[src/rtl/afifo_rd_packer.sv]
// afifo_rd_packer: pops narrow words from the async FIFO read port and
// packs them, lane 0 first, into wide words on a valid/ready stream.
module afifo_rd_packer #(
  parameter int DATA_WIDTH     = 8,
  parameter int PACK_RATIO     = 4,
  parameter int LANE_CNT_WIDTH = 3,
  parameter int TIMEOUT_CYCLES = 16,
  parameter int TIMEOUT_WIDTH  = 5
) (
  input  logic                             Clk,
  input  logic                             Reset_in,
  input  logic [DATA_WIDTH-1:0]            FifoData_in,
  input  logic                             FifoEmpty_in,
  output logic                             FifoReadEn_out,
  input  logic                             Flush_in,
  output logic [DATA_WIDTH*PACK_RATIO-1:0] Word_out,
  output logic [LANE_CNT_WIDTH-1:0]        WordCount_out,
  output logic                             WordValid_out,
  input  logic                             WordReady_in
);

  localparam int WW  = DATA_WIDTH * PACK_RATIO;
  localparam int CW1 = LANE_CNT_WIDTH + 1;
  localparam logic [LANE_CNT_WIDTH-1:0] LAST_LANE =
    LANE_CNT_WIDTH'(PACK_RATIO - 1);
  localparam logic [LANE_CNT_WIDTH-1:0] FULL_CNT =
    LANE_CNT_WIDTH'(PACK_RATIO);
  localparam logic [CW1-1:0] LANE_LIMIT = CW1'(PACK_RATIO);
  localparam bit TO_EN = (TIMEOUT_CYCLES != 0);
  localparam logic [TIMEOUT_WIDTH-1:0] TO_LAST =
    TIMEOUT_WIDTH'(TO_EN ? TIMEOUT_CYCLES - 1 : 0);

  logic [WW-1:0]             r_asm;
  logic [LANE_CNT_WIDTH-1:0] r_lane_idx;
  logic                      r_rd_pending;
  logic                      r_flush_req;
  logic                      r_asm_full;
  logic [TIMEOUT_WIDTH-1:0]  r_idle_cnt;
  logic [WW-1:0]             r_word;
  logic [LANE_CNT_WIDTH-1:0] r_count;
  logic                      r_valid;

  logic [CW1-1:0] w_inflight;
  logic           w_rd_en;
  logic           w_out_free;
  logic           w_land;
  logic           w_last;
  logic           w_emit_asm;
  logic           w_emit_land;
  logic           w_flush_go;
  logic           w_emit_part;
  logic           w_idle;
  logic           w_to_hit;
  logic [WW-1:0]  w_full_word;
  logic [WW-1:0]  w_part_word;

  // Reads may not outrun the assembly register: landed plus in-flight
  // lanes must stay below one full word.
  assign w_inflight = {1'b0, r_lane_idx} + CW1'(r_rd_pending);
  assign w_rd_en = !FifoEmpty_in & !r_flush_req & !r_asm_full &
                   (w_inflight < LANE_LIMIT);
  assign FifoReadEn_out = w_rd_en & !Reset_in;

  assign w_out_free  = !r_valid | WordReady_in;
  assign w_land      = r_rd_pending;
  assign w_last      = w_land & (r_lane_idx == LAST_LANE);
  assign w_emit_asm  = r_asm_full & w_out_free;
  assign w_emit_land = w_last & w_out_free;
  assign w_flush_go  = r_flush_req & !r_rd_pending & !r_asm_full &
                       w_out_free;
  assign w_emit_part = w_flush_go & (r_lane_idx != '0);
  assign w_idle      = (r_lane_idx != '0) & !w_rd_en & !r_rd_pending;
  assign w_to_hit    = TO_EN & w_idle & (r_idle_cnt == TO_LAST);

  // Full word with the arriving top lane bypassed straight in.
  always_comb begin
    w_full_word = r_asm;
    w_full_word[WW-1 -: DATA_WIDTH] = FifoData_in;
  end

  // Partial word: lanes at or above lane_idx are stale, so zero them.
  always_comb begin
    w_part_word = '0;
    for (int i = 0; i < PACK_RATIO; i++) begin
      if (LANE_CNT_WIDTH'(i) < r_lane_idx) begin
        w_part_word[i*DATA_WIDTH +: DATA_WIDTH] =
          r_asm[i*DATA_WIDTH +: DATA_WIDTH];
      end
    end
  end

  // Lane assembly: landing data, lane index and parked-word tracking.
  always_ff @(posedge Clk or posedge Reset_in) begin
    if (Reset_in) begin
      r_asm        <= '0;
      r_lane_idx   <= '0;
      r_rd_pending <= 1'b0;
      r_asm_full   <= 1'b0;
    end else begin
      r_rd_pending <= w_rd_en;
      if (w_land) begin
        for (int i = 0; i < PACK_RATIO; i++) begin
          if (r_lane_idx == LANE_CNT_WIDTH'(i)) begin
            r_asm[i*DATA_WIDTH +: DATA_WIDTH] <= FifoData_in;
          end
        end
        if (w_last) begin
          r_lane_idx <= '0;
          if (!w_out_free) begin
            r_asm_full <= 1'b1;
          end
        end else begin
          r_lane_idx <= r_lane_idx + LANE_CNT_WIDTH'(1);
        end
      end else if (w_emit_asm) begin
        r_asm_full <= 1'b0;
      end else if (w_flush_go) begin
        r_lane_idx <= '0;
      end
    end
  end

  // Sticky flush request and idle timeout that raises it.
  always_ff @(posedge Clk or posedge Reset_in) begin
    if (Reset_in) begin
      r_flush_req <= 1'b0;
      r_idle_cnt  <= '0;
    end else begin
      if (Flush_in | w_to_hit) begin
        r_flush_req <= 1'b1;
      end else if (w_flush_go) begin
        r_flush_req <= 1'b0;
      end
      if (w_land | (r_lane_idx == '0)) begin
        r_idle_cnt <= '0;
      end else if (w_idle & !r_flush_req) begin
        r_idle_cnt <= r_idle_cnt + TIMEOUT_WIDTH'(1);
      end
    end
  end

  // Output register: parked word first, then a landing word, then flush.
  always_ff @(posedge Clk or posedge Reset_in) begin
    if (Reset_in) begin
      r_word  <= '0;
      r_count <= '0;
      r_valid <= 1'b0;
    end else begin
      if (w_emit_asm) begin
        r_word  <= r_asm;
        r_count <= FULL_CNT;
        r_valid <= 1'b1;
      end else if (w_emit_land) begin
        r_word  <= w_full_word;
        r_count <= FULL_CNT;
        r_valid <= 1'b1;
      end else if (w_emit_part) begin
        r_word  <= w_part_word;
        r_count <= r_lane_idx;
        r_valid <= 1'b1;
      end else if (WordReady_in) begin
        r_valid <= 1'b0;
      end
    end
  end

  assign Word_out      = r_word;
  assign WordCount_out = r_count;
  assign WordValid_out = r_valid;

endmodule

[config.mk]
export PLATFORM = sky130hd
export DESIGN_NAME = afifo_rd_packer
export DESIGN_NICKNAME = d
export VERILOG_FILES = /design/src/rtl/afifo_rd_packer.sv
export SDC_FILE = /design/constraint.sdc
export NUM_CORES = 1
export LEC_CHECK = 0
export ABC_AREA = 1
export BUFFER_PORTS_ARGS = -buffer_cell sky130_fd_sc_hd__buf_2
export CAP_MARGIN = 5
export CORE_UTILIZATION = 61
export DETAILED_ROUTE_END_ITERATION = 10
export GPL_TIMING_DRIVEN = 0
export PLACE_DENSITY = 0.84
export SYNTH_ARGS = -nofsm -noshare
export SYNTH_HDL_FRONTEND = slang
export SYNTH_SLANG_ARGS = --single-unit
[constraint.sdc]
create_clock -name Clk -period 4.45 [get_ports Clk]
set_input_delay 0.445 -clock Clk [delete_from_list [all_inputs] [get_ports Clk]]
set_output_delay 0.445 -clock Clk [all_outputs]
set_load 0.005 [all_outputs]
==> impl_metrics.tcl <==
set metrics [dict create \
    vdd_drop_max_mv 0.2980 \
    numPortBuffers 49 \
    rsz0062_at_grt "false" \
    finalHoldViolCount 0 \
    fin_util 0.7497 \
    overflow 0 \
    status "finished clean" \
    fin_skew_ps 7.418 \
    critPathKind "flip-flop to primary output" \
    remaining_drc_errors 0 \
    synth_mux_area_frac 0 \
    r2r_cells 7 \
    drv_slew 0 \
    core_area_sq_mm 0.005574 \
    layout-drive-gt1-share 0.1824 \
    avgViaCountPerCell 5.321 \
    htreeDepth 3 \
    worst_pin_slew_ps 597.4 \
    numCtsBuffers 9 \
    routed_wl_microns 7894 \
    dp_hpwl_microns 5359 \
    worst_setup_path_start_kind "flip-flop" \
    synth_compound_area_frac 0.07700 \
    synth_warnings 0 \
    hold_buffers 0 \
    die_area_sq_mm 0.006198 \
    cp.required_ps 4010 \
    area_growth_syn_to_layout_pct 16.38 \
    timing.rr.start "r_lane_idx[0]" \
    slew_headroom 0.6003 \
    synth_top_family_by_area "simple AND/OR/NAND/NOR gates" \
    rrSetupSlack_ps 2700 \
    synth-xor-area-share 0.002439 \
    finalCritPeriodShare 0.4545 \
    p_leak_nw 2.393 \
    nNetsFinal 502 \
    wire_per_inst_microns 14.10 \
    fin_total_pwr_mw 2.453 \
    holdWs_ps 137.6 \
    initial_core_util 0.6442 \
    place_area_sq_mm 0.003949 \
    p_seq_frac 0.453 \
    p_sw_frac 0.3383 \
    syn_nets 441 \
    setup-violations-final 0 \
    p_int_mw 1.623 \
    avgSynthCellArea_sq_um 8.489 \
    clkLatencyLatePin_ps 340 \
    netSwitchingPower_uw 829.8 \
    fp.dieW_microns 78.73 \
    gp_congestion 0.8521 \
    io_pins 50 \
    fin_area_sq_mm 0.004179 \
    crit_start "r_flush_req" \
    rows 27 \
    synth-simple-area-share 0.2794 \
    synth_cells 423 \
    crit_end "FifoReadEn_out" \
    fin_crit_ps 2022 \
    synth-seq-cells 79 \
    cts.clk_slew.worst_paths_ps 70 \
    hp-class "input pin to async pin" \
    cts_setup_buffers 0 \
    grtUsageTotal 0.2878 \
    cts-root-buf "clkbuf_8" \
    pwr-share-clk 0.247 \
    r2r_end "Word_out[25]" \
    worstPathArrival_ps 1580 \
    diodes 0 \
    antenna_found_initial 0 \
    grt_pass1_wl_microns 13430 \
    p_per_area_mw_per_mm2 586.9 \
    regArea_sq_mm 0.001977 \
    cap_violations 0 \
    antenna_left 0 \
    synth.distinct_cells 23 \
    synthAdderAreaFrac 0.01742 \
    ctsResizeCount 0 \
    grt_max_degree 43 \
    first_pass_iters 5 \
    cp-end-kind "primary output" \
    multi_input_area_sq_mm 0.001351 \
    synth_area_sq_mm 0.003591 \
    clkSinkCount 79 \
    cts_buffer_depth 2 \
    crit_fanout 9 \
    p_comb_frac 0.299 \
    fmax_ghz 0.4944 \
    fill_cells 395 \
    ys_seq_area_frac 0.5505 \
    drt_iter0_drc 305 \
    chipHeight_microns 78.73 \
    final.setup.tns_ps 0 \
    vias 2980 \
    cts_tree "done" \
    first_global_vias 2835 \
]
worst min-delay path by stage:
stage          startpoint                to  slack (ps)  cells after the start
6_report         Reset_in  WordCount_out[2]         140                      2
5_1_grt          Reset_in       Word_out[7]         190                      2
4_1_cts          Reset_in     r_lane_idx[2]         140                      2
3_5_place_dp    r_asm[28]         r_asm[28]         460                      2
3_3_place_gp    r_asm[25]         r_asm[25]         450                      2
2_1_floorplan   r_asm[24]         r_asm[24]         440                      2
cell usage after synthesis:
cell type	instances	share of area
clkinv_1	1	0.0010
o21ai_4	1	0.0045
a21oi_1	3	0.0042
nor2_1	23	0.024
nand3_1	46	0.064
o21ai_0	37	0.052
nand2_2	5	0.0087
clkbuf_1	4	0.0042
nand2_4	2	0.0063
ha_1	5	0.017
nor2_4	1	0.0031
nand3_2	1	0.0028
inv_2	1	0.0010
buf_2	3	0.0042
a21boi_0	8	0.017
inv_1	39	0.041
dfrtp_1	79	0.55
xor2_1	1	0.0024
nand2_1	147	0.15
nor3_4	1	0.0045
buf_6	5	0.016
buf_4	3	0.0063
nand4_1	7	0.012
worst max-delay path, cell delays in order (launching register included):
cell	delay (ps)
dfrtp_1	380
inv_1	230
nand2_1	90
nor2_1	150
nand2_2	160
nor2_1	110
buf_2	110
layout make-up:
cell class / count / share of cell area
sequential: 79 / 0.4731
inverter: 41 / 0.03743
buffer: 15 / 0.02605
clock inverter: 3 / 0.01557
tap: 72 / 0.02156
timing repair buffer: 50 / 0.06347
multi-input combinational: 288 / 0.3234
clock buffer: 12 / 0.03952
metal layers:
layer | up-vias | GRT usage | routed length [microns]
met5 | - | 0 | 0
met4 | 0 | 0.1222 | 141
met3 | 12 | 0.04138 | 379
met2 | 81 | 0.4617 | 3777
met1 | 1418 | 0.3946 | 3596
li1 | 1469 | - | -
power groups by stage:
stage,logic [mW],clock network (mW),registers (mW)
final,0.734,0.607,1.11
after global routing,0.838,0.640,1.14
after CTS,0.739,0.609,1.11
after detailed placement,0.730,0,1.12
after global placement,0.699,0,1.11
after floorplan,0.477,0,1.11
registers in the layout, summed over array words and instances (netlist names):
signal and count:
r_idle_cnt 5, r_asm 32, WordCount_out 3, r_rd_pending 1, WordValid_out 1, r_flush_req 1, r_lane_idx 3, r_asm_full 1
Word_out 32
metrics by stage:
stage	std cells	worst slack [ps]
3_5_place_dp	545	2598
6_report	560	2428
2_1_floorplan	423	1982
4_1_cts	560	2396
3_3_place_gp	544	1168
5_1_grt	560	2318
logic make-up after synthesis:
group,after synthesis
AND/OR/NAND/NOR,233
flip-flops,79
buffers and inverters,56
AO/OA/AOI/OAI,49
adder cells (fa/ha/maj),5
XOR/XNOR,1
cells in the final DEF (no fill, tap or decap):
cell type,n
clkbuf_8,12
bufinv_16,2
buf_6,5
a21oi_1,3
nand3_2,1
nand3_1,46
inv_2,1
nand2_2,5
o21ai_0,37
clkinv_1,1
o21ai_4,1
nor3_4,1
ha_1,5
nand4_1,7
a21boi_0,8
nand2_4,2
inv_1,38
buf_12,1
inv_4,1
clkinv_2,1
xor2_1,1
dfrtp_1,79
nand2_1,147
buf_4,3
nor2_1,23
nor2_4,1
clkbuf_1,4
buf_2,52
No activity file was read; power rests on OpenSTA's default activity.
